[config.mk]
export PLATFORM = sky130hd
export DESIGN_NAME = dmem_arbiter
export DESIGN_NICKNAME = d
export VERILOG_FILES = /design/src/rtl/dmem_arbiter.sv
export SDC_FILE = /design/constraint.sdc
export NUM_CORES = 1
export LEC_CHECK = 0
export BUFFER_PORTS_ARGS = -buffer_cell sky130_fd_sc_hd__buf_2
export CELL_PAD_IN_SITES_DETAIL_PLACEMENT = 1
export CELL_PAD_IN_SITES_GLOBAL_PLACEMENT = 1
export CORE_ASPECT_RATIO = 0.75
export CORE_MARGIN = 8
export CORE_UTILIZATION = 30
export CTS_CLUSTER_DIAMETER = 200
export DETAILED_ROUTE_END_ITERATION = 10
export PLACE_DENSITY = 0.84
export REMOVE_ABC_BUFFERS = 1
export SYNTH_ARGS = -nofsm -noshare
export SYNTH_HDL_FRONTEND = slang
export SYNTH_SLANG_ARGS = --single-unit
[constraint.sdc]
create_clock -name clk -period 3.3 [get_ports clk]
set_clock_uncertainty 0.05 [all_clocks]
set_input_delay 0.66 -clock clk [delete_from_list [all_inputs] [get_ports clk]]
set_output_delay 0.66 -clock clk [all_outputs]
set_load 0.01 [all_outputs]
[src/rtl/dmem_arbiter.sv]
// Two-port data-memory arbiter. After reset it clears the memory, then
// arbitrates between the CPU pipeline (port 0) and the loader/debug port
// (port 1) on a round-robin basis, one access per cycle.
module dmem_arbiter #(
    parameter int RAM_DEPTH  = 1024,
    parameter int ADDR_WIDTH = 32,
    parameter int DATA_WIDTH = 32
) (
    input  logic                  clk,
    input  logic                  reset_b,
    input  logic                  req0,
    input  logic                  req1,
    input  logic                  we0,
    input  logic                  we1,
    input  logic [ADDR_WIDTH-1:0] addr0,
    input  logic [ADDR_WIDTH-1:0] addr1,
    input  logic [DATA_WIDTH-1:0] wdata0,
    input  logic [DATA_WIDTH-1:0] wdata1,
    output logic                  gnt0,
    output logic                  gnt1,
    output logic [DATA_WIDTH-1:0] rdata0,
    output logic [DATA_WIDTH-1:0] rdata1,
    output logic                  rvalid0,
    output logic                  rvalid1,
    output logic                  err0,
    output logic                  err1,
    output logic                  cpu_stall,
    output logic                  init_done,
    output logic [ADDR_WIDTH-1:0] mem_read_addr,
    output logic [ADDR_WIDTH-1:0] mem_write_addr,
    output logic                  mem_write_en,
    output logic [DATA_WIDTH-1:0] mem_write_data,
    input  logic [DATA_WIDTH-1:0] mem_read_data
);

    typedef enum logic {
        INIT,
        RUN
    } state_t;

    localparam logic [ADDR_WIDTH-1:0] DEPTH     = ADDR_WIDTH'(RAM_DEPTH);
    localparam logic [ADDR_WIDTH-1:0] LAST_ADDR = ADDR_WIDTH'(RAM_DEPTH - 1);

    state_t                state;
    state_t                state_next;
    logic [ADDR_WIDTH-1:0] clr_cnt;
    logic                  last_gnt;   // 1 = port 1 granted most recently

    logic                  any_gnt;
    logic                  sel_we;
    logic [ADDR_WIDTH-1:0] sel_addr;
    logic [DATA_WIDTH-1:0] sel_wdata;
    logic                  in_range;

    // Next state, grant decision and memory port drive.
    always_comb begin
        state_next     = state;
        gnt0           = 1'b0;
        gnt1           = 1'b0;
        mem_read_addr  = '0;
        mem_write_addr = '0;
        mem_write_en   = 1'b0;
        mem_write_data = '0;

        sel_we    = gnt1 ? we1 : we0;
        sel_addr  = addr0;
        sel_wdata = wdata0;

        case (state)
            INIT: begin
                mem_write_addr = clr_cnt;
                mem_write_en   = reset_b;
                if (clr_cnt == LAST_ADDR) begin
                    state_next = RUN;
                end
            end
            RUN: begin
                // On a tie the port that did not win last time goes first.
                gnt0 = req0 & (~req1 | last_gnt);
                gnt1 = req1 & (~req0 | ~last_gnt);
            end
            default: state_next = INIT;
        endcase

        any_gnt   = gnt0 | gnt1;
        sel_we    = gnt1 ? we1 : we0;
        sel_addr  = gnt1 ? addr1 : addr0;
        sel_wdata = gnt1 ? wdata1 : wdata0;
        in_range  = sel_addr < DEPTH;

        if (any_gnt && in_range) begin
            mem_read_addr  = sel_addr;
            mem_write_addr = sel_addr;
            mem_write_en   = sel_we & reset_b;
            mem_write_data = sel_wdata;
        end
    end

    assign cpu_stall = (state == INIT) | (req0 & ~gnt0);
    assign init_done = (state == RUN);

    // State register, clear counter and round-robin history.
    always_ff @(posedge clk or negedge reset_b) begin
        if (!reset_b) begin
            state    <= INIT;
            clr_cnt  <= '0;
            last_gnt <= 1'b1;
        end else begin
            state <= state_next;
            if (state == INIT) begin
                clr_cnt <= clr_cnt + 1'b1;
            end
            if (any_gnt) begin
                last_gnt <= gnt1;
            end
        end
    end

    // Registered read return and one-cycle status pulses per port.
    always_ff @(posedge clk or negedge reset_b) begin
        if (!reset_b) begin
            rdata0  <= '0;
            rdata1  <= '0;
            rvalid0 <= 1'b0;
            rvalid1 <= 1'b0;
            err0    <= 1'b0;
            err1    <= 1'b0;
        end else begin
            rvalid0 <= gnt0 & ~we0 & in_range;
            rvalid1 <= gnt1 & ~we1 & in_range;
            err0    <= gnt0 & ~in_range;
            err1    <= gnt1 & ~in_range;
            if (gnt0 && !we0 && in_range) begin
                rdata0 <= mem_read_data;
            end
            if (gnt1 && !we1 && in_range) begin
                rdata1 <= mem_read_data;
            end
        end
    end

endmodule

### Yosys cells after proc, flatten, opt, wreduce, memory -nomap -nowiden

Cells that the tools add are included.

* flip-flop bits (word level): 102
* bits in latches: 0
* bits in writable memories: 0
* bits in read-only memories: 0
* bits of input ports: 166
* memories kept: 0

* add/subtract/negate cells: 1
* multiply operators: 0
* divide/modulo/power cells: 0
* order comparisons: 1
* eq/ne operators: 1
* shifts and indexed selects: 0
* muxes and demuxes: 13
* bitwise operators: 22
* reductions and logical operators: 7

Operators by type and width (count)
* two-way mux 32 bit: 6
* adder 32 x 1 -> 32 bit, second input constant: 1
* == test 32 x 10 -> 1 bit, second input constant: 1
* < comparator 32 x 11 -> 1 bit, second input constant: 1
* bitwise AND 1 bit: 10
* inverter 1 bit: 8
* two-way mux 1 bit: 7
* logical AND 1 bit: 5
* bitwise OR 1 bit: 4
* logical NOT 1 bit: 2

### Depth between registers and ports, before layout

Gate-level depths: netlist of run 1.

* depth after elaboration: 8
* mapped depth: 7
* depth with buffers taken out: 6

### Least setup slack after synthesis of run 1

OpenSTA, ideal clock, no wires.

* path type: input-to-output
* start point: input addr1[30]
* end point: output mem_read_addr[0]
* data arrival time: 1.936 ns
* data required time: 2.590 ns
* path slack: 0.654 ns
* stages: 6
* cells stage by stage: nor4_2 nand4_2 nor3_4 nor2_1 clkbuf_1 nor2_1

* longest elaborated chain between the ends: 4

Ends and longest elaborated chain
* from (decl): line 16 `input logic [ADDR_WIDTH-1:0] addr1,`
* two-way mux 32 bit: line 87 `sel_addr = gnt1 ? addr1 : addr0;`
* < comparator 32 x 11 -> 1 bit: line 89 `in_range = sel_addr < DEPTH;`
* logical AND 1 bit: line 91 `if (any_gnt && in_range) begin`
* two-way mux 32 bit: line 91
* to (decl): line 29 `output logic [ADDR_WIDTH-1:0] mem_read_addr,`

No other way between the ends.

### Final worst setup path of run 1

* start point: input addr1[17]
* end point: output mem_write_data[22]

* longest elaborated chain between the ends: 4

Ends and longest elaborated chain
* two-way mux 32 bit: line 87
* < comparator 32 x 11 -> 1 bit: line 89
* logical AND 1 bit: line 91
* two-way mux 32 bit: line 91
* to (decl): line 32 `output logic [DATA_WIDTH-1:0] mem_write_data,`

No other way between the ends.

==> flow_summary.yaml, run 1 <==
yosys:
  ys_ff_latch: 102
  syn-cell-area_um2: 5300
  synth-xor-area-share_pct: 5.12
  synth_warnings: 0
  synth_compound_area_share_pct: 7.95
  synthFlopType: "dfrtp_1"
  synth_top_family_by_area: "simple AND/OR/NAND/NOR gates"
  async_flop_share_pct: 100
  synth_cell_types: 44
  avgSynthCellArea_um2: 11.1
  synthAdderAreaFrac_pct: 0.236
  synthTopCellsByCount: "101 x dfrtp_1, 55 x nor2_1, 42 x a22oi_1"
  netlist.area_leader.share_pct: 47.7
  synth_top_cell_by_area: "dfrtp_1"
  synthTopCellsByArea: "dfrtp_1 48%, mux2_4 8.2%, a22oi_1 5.9%"
  seq_area_frac_synth_pct: 48.2
  synth_edf_count: 0
  yosys.area_share.simple_pct: 16.0
  synth.most_common_cell: "dfrtp_1"
  syn_inst: 476
  synthMuxAreaShare_pct: 15.9
sta:
  period_share_pct: 94.1
  drv_slew: 0
  worstMarginPinSlew_ps: 975
  hold_violations: 0
  tns_ps: 0
  grt_setup_unrepaired: "false"
  max_freq_mhz: 322
  min_period_ps: 3100
  relSlewSlack_pct: 34.9
  setup_viol: 0
critical_path:
  worstSetupPathType: "in2out"
  crit_path_start: "addr1[17]"
  critPathLaunchType: "input port"
  worst_ep_arrival_time_ps: 2390
  crit_fanout: 24
  crit_required_ps: 2590
  reg2reg_from: "last_gnt$_DFFE_PN1P_"
  cp-end-kind: "output pin"
clocking:
  clock_latency_ps: 350
  path_clk_slew_ps: 80
  cts_setup_buffers: 0
  ctsRootBufferMaster: "clkbuf_16"
  cts-htree-levels: 3
  numCtsBuffers: 9
  cts_resized: 0
  cts_hold_buf: 0
  cts-root-to-sink-buffers: 2
  cts_tree: "done"
  cts_num_sinks: 102
global_routing:
  antenna_found_initial: 0
  track_usage_pct: 17.0
  grt_pass1_wl_um: 30400
  grt_pass1_vias: 5356
  grt_max_degree: 56
  grt_overflow: 0
drt:
  drt-pass1-iter-count: 5
  via_count: 4885
  wl_per_cell_um: 19.2
  drt_wl_total_um: 19800
  detail-route-antenna-nets: 0
  drc: 0
  drt_iter0_drc: 256
  via_per_inst: 4.73
finish:
  nets: 952
  diodes: 0
  layout-drive-gt1-share_pct: 51.8
  n_fill_cell: 2094
  multiInputGateArea_um2: 2500
  area_delta_synth_final_pct: 39.1
  regArea_um2: 2550
die:
  dieArea_um2: 22200
  core-area_um2: 17500
  initial_utilization_pct: 30.3
  die_y_um: 131
  rows: 42
  io_pins: 335
  die_w_um: 170
placement:
  post-dp-hpwl_um: 16000
  io_buffers: 312
  gp_congestion: 0.848
pwr:
  power.density_nw_per_um2: 334
  ir_drop_v: 0.000203
  total_power_mw: 2.46
  p_leak_nw: 4.08
min_path:
  hold_class: "in2async"
outcome:
  status: "finished clean"
job:
  maxCapViolations: 0
[cells by family (layout without fill, tap and decap cells)]
logic type                 count (synthesis)  in the layout
and+or+nand+nor                          156            157
DFF                                      102            102
muxes                                     65             65
buffers and inverters                     62            354
AOI/OAI and AO/OA                         58             58
xor gates and xnor gates                  31             31
adders and majority gates                  1              1
other                                      1             22
[area by class of cell]
cell class	instances	area share [%]
sequential	102	34.6
clock inverter	6	0.848
multi-input combinational	334	33.9
inverter	14	0.713
tap	242	4.11
clock buffer	10	3.24
timing repair buffer	324	22.6
[per-layer routing]
metal	track usage, %	wire length, µm	up-vias
li1	-	-	2253
met4	3.73	256	0
met5	0	0	-
met2	29.8	9790	207
met1	20.2	8130	2403
met3	5.18	1610	22
[power by group]
| group | total (mW) | switching [mW] | leakage [nW] | internal, mW |
|---|---|---|---|---|
| sequential | 1.25 | 0 | 1.41 | 1.25 |
| combinational | 0.156 | 0.0808 | 2.53 | 0.0751 |
| clock | 1.06 | 0.503 | 0.149 | 0.554 |
[worst max-delay path: stages]
cell and delay [ps]:
buf_2 100, nor4_1 360, buf_4 190, nand2_1 120
nor3_4 330, nor2_4 200, buf_4 200, nor2_1 100
buf_2 140
[flip-flops by register name (all words and copies together) (netlist names)]
signal,count
clr_cnt,32
rdata0,32
rdata1,32
err0,1
err1,1
init_done,1
last_gnt,1
rvalid0,1
rvalid1,1
[path summary, 6_finish.rpt]
kind                                           to  slack [ps]  cells after the start
min                           init_done$_DFF_PN0_          90                      1
min in group clk             last_gnt$_DFFE_PN1P_         430                      2
max in group asynchronous  rdata1[26]$_DFFE_PN0P_        2220                      2
max reg2reg                rdata0[21]$_DFFE_PN0P_         920                      8
min reg2reg                  last_gnt$_DFFE_PN1P_         430                      2
max                            mem_write_data[22]         200                      9
[cell usage in the layout (no fill, tap or decap), types with 3 or more instances in the layout]
cell | netlist | layout
conb_1 | 1 | 22
xnor2_1 | 26 | 26
buf_4 | 25 | 12
nor3_1 | 6 | 6
o22ai_1 | 9 | 9
o21ai_0 | 3 | 3
xor2_1 | 5 | 5
nand4_1 | 8 | 8
buf_2 | 2 | 311
nand3_1 | 15 | 15
nand2b_1 | 3 | 3
nand2_1 | 16 | 16
clkbuf_16 | 0 | 9
mux2_1 | 10 | 10
a22oi_1 | 42 | 42
inv_6 | 0 | 3
nor2_2 | 2 | 3
dfrtp_1 | 101 | 101
nor2b_1 | 22 | 22
nor4_2 | 3 | 3
nor4_1 | 12 | 12
and4_1 | 3 | 3
nor2_1 | 55 | 54
inv_1 | 12 | 12
mux2_2 | 26 | 26
mux2_4 | 29 | 29
[stage by stage]
step	worst slack [ps]	cell area [µm²]	utilization, %	hold WS [ps]	std cells
after CTS	132	7370	42.1	73.0	1031
after detailed placement	132	7070	40.4	417	1015
after global placement	155	7070	40.4	412	1015
after global routing	4.96	7370	42.1	82.0	1032
after floorplan	-1640	5080	-	314	449
final	195	7370	42.1	89.1	1032
No activity file was read; power rests on OpenSTA's default activity.
==> inputs of run 2 (changes only) <==
==> config.mk (replaced) <==
export PLATFORM = sky130hd
export DESIGN_NAME = dmem_arbiter
export DESIGN_NICKNAME = d
export VERILOG_FILES = /design/src/rtl/dmem_arbiter.sv
export SDC_FILE = /design/constraint.sdc
export NUM_CORES = 1
export LEC_CHECK = 0
export BUFFER_PORTS_ARGS = -buffer_cell sky130_fd_sc_hd__buf_4
export CELL_PAD_IN_SITES_DETAIL_PLACEMENT = 1
export CELL_PAD_IN_SITES_GLOBAL_PLACEMENT = 1
export CORE_ASPECT_RATIO = 0.75
export CORE_MARGIN = 8
export CORE_UTILIZATION = 34
export CTS_CLUSTER_DIAMETER = 200
export DETAILED_ROUTE_END_ITERATION = 10
export PLACE_DENSITY = 0.93
export REMOVE_ABC_BUFFERS = 1
export SYNTH_ARGS = -nofsm -noshare
export SYNTH_HDL_FRONTEND = slang
export SYNTH_SLANG_ARGS = --single-unit
==> flow_summary.yaml, run 2 (same netlist as run 1, synthesis figures left out) <==
outcome:
  status: "finished clean"
sta:
  max_freq_mhz: 315
  period_share_pct: 96.3
  min_period_ps: 3180
  tns_ps: 0
  drv_slew: 0
  setup_viol: 0
  worstMarginPinSlew_ps: 888
  grt_setup_unrepaired: "true"
  relSlewSlack_pct: 40.8
  hold_violations: 0
drt:
  drt-pass1-iter-count: 4
  wl_per_cell_um: 21.5
  drt_wl_total_um: 21300
  via_per_inst: 4.91
  detail-route-antenna-nets: 0
  drc: 0
  via_count: 4856
  drt_iter0_drc: 226
clocking:
  cts-htree-levels: 3
  cts-root-to-sink-buffers: 2
  numCtsBuffers: 9
  clock_latency_ps: 340
  ctsRootBufferMaster: "clkbuf_16"
  path_clk_slew_ps: 70
  cts_hold_buf: 0
  cts_setup_buffers: 0
  cts_num_sinks: 102
  cts_tree: "done"
placement:
  post-dp-hpwl_um: 17100
  placed_area_um2: 7780
  gp_congestion: 0.803
  io_buffers: 312
die:
  rows: 39
  initial_utilization_pct: 34.8
  io_pins: 335
  dieArea_um2: 19900
  die_w_um: 160
  die_y_um: 124
  core-area_um2: 15200
finish:
  layout_commonest_cell: "buf_4"
  final_cell_mix: "318 x buf_4, 101 x dfrtp_1, 54 x nor2_1, 42 x a22oi_1, 29 x mux2_4"
  nets: 948
  layout-drive-gt1-share_pct: 51.6
  design_area_um2: 8080
  post-route-util_pct: 53.1
  area_delta_synth_final_pct: 52.4
  reg_top3: "clr_cnt x32, rdata0 x32, rdata1 x32"
  diodes: 0
global_routing:
  globalRoute.busiestLayer: "met2"
  grt_use_met1_pct: 23.8
  grt_pass1_wl_um: 31900
  met2_usage_pct: 37.3
  track_usage_pct: 20.5
  antenna_found_initial: 0
  grtUsageMet3_pct: 6.21
  grt_overflow: 0
  grt_pass1_vias: 5397
  grt_max_degree: 73
pwr:
  ir_drop_v: 0.000214
  p_leak_nw: 4.19
  total_power_mw: 2.47
  power.density_nw_per_um2: 305
critical_path:
  crit_required_ps: 2590
  crit_fanout: 26
  worst_ep_arrival_time_ps: 2470
  cp-end-kind: "output pin"
  critPathLaunchType: "input port"
  worstSetupPathType: "in2out"
job:
  maxCapViolations: 0
min_path:
  hold_class: "in2async"
run 2: cell types whose count changed in the layout (fill, tap and decap cells not counted), sizes merged:
cell and delta:
buf -4, clkbuf -1, clkinvlp +2, inv -2
run 2: where the power goes:
part	internal (mW)	switching, mW	leakage, nW
registers	1.25	0	1.41
clock network	0.521	0.485	0.131
logic	0.128	0.0852	2.65
run 2: path summary, 6_finish.rpt:
path	start	endpoint	slack, ps	depth (start not counted)
worst max-delay path	addr0[29]	mem_write_data[8]	120	7
worst min-delay path	reset_b	clr_cnt[14]$_DFFE_PN0N_	200	1
worst max register to register	init_done$_DFF_PN0_	clr_cnt[20]$_DFFE_PN0N_	1000	6
worst min register to register	last_gnt$_DFFE_PN1P_	last_gnt$_DFFE_PN1P_	420	2
max in group asynchronous	reset_b	rvalid1$_DFF_PN0_	1760	2
min in group clk	last_gnt$_DFFE_PN1P_	last_gnt$_DFFE_PN1P_	420	2
run 2: timing repair:
| item | in CTS | in global routing |
|---|---|---|
| gates resized for setup | 0 | 2 |
| setup endpoints to repair | 0 | 51 |
| hold endpoints to repair | 0 | 0 |
run 2: layout make-up:
class	count	area (µm²)
Multi-Input combinational cell	334	2510
Sequential cell	102	2550
Clock inverter	6	57.6
Fill cell	1710	7140
Timing Repair Buffer	320	2430
Clock buffer	9	225
Tap cell	205	256
Inverter	14	52.6
run 2: metrics by stage:
| step | instances | hold slack (ps) | setup slack, ps |
|---|---|---|---|
| floorplan | 449 | 314 | -1640 |
| CTS | 989 | 210 | 15.2 |
| finish | 990 | 200 | 122 |
| detailed placement | 974 | 418 | 148 |
| global route | 990 | 221 | -32.9 |
| global placement | 974 | 418 | 203 |
run 2: worst max-delay path: stages:
cell,delay [ps]
buf_4,110
nor4_1,380
nand4_1,230
nor3_4,440
nor2_4,230
nor2_1,240
buf_4,160
run 2: metal layers:
metal	up-vias	wire (µm)
met2	202	11000
met3	22	1350
met5	-	0
li1	2242	-
met1	2390	8710
met4	0	259
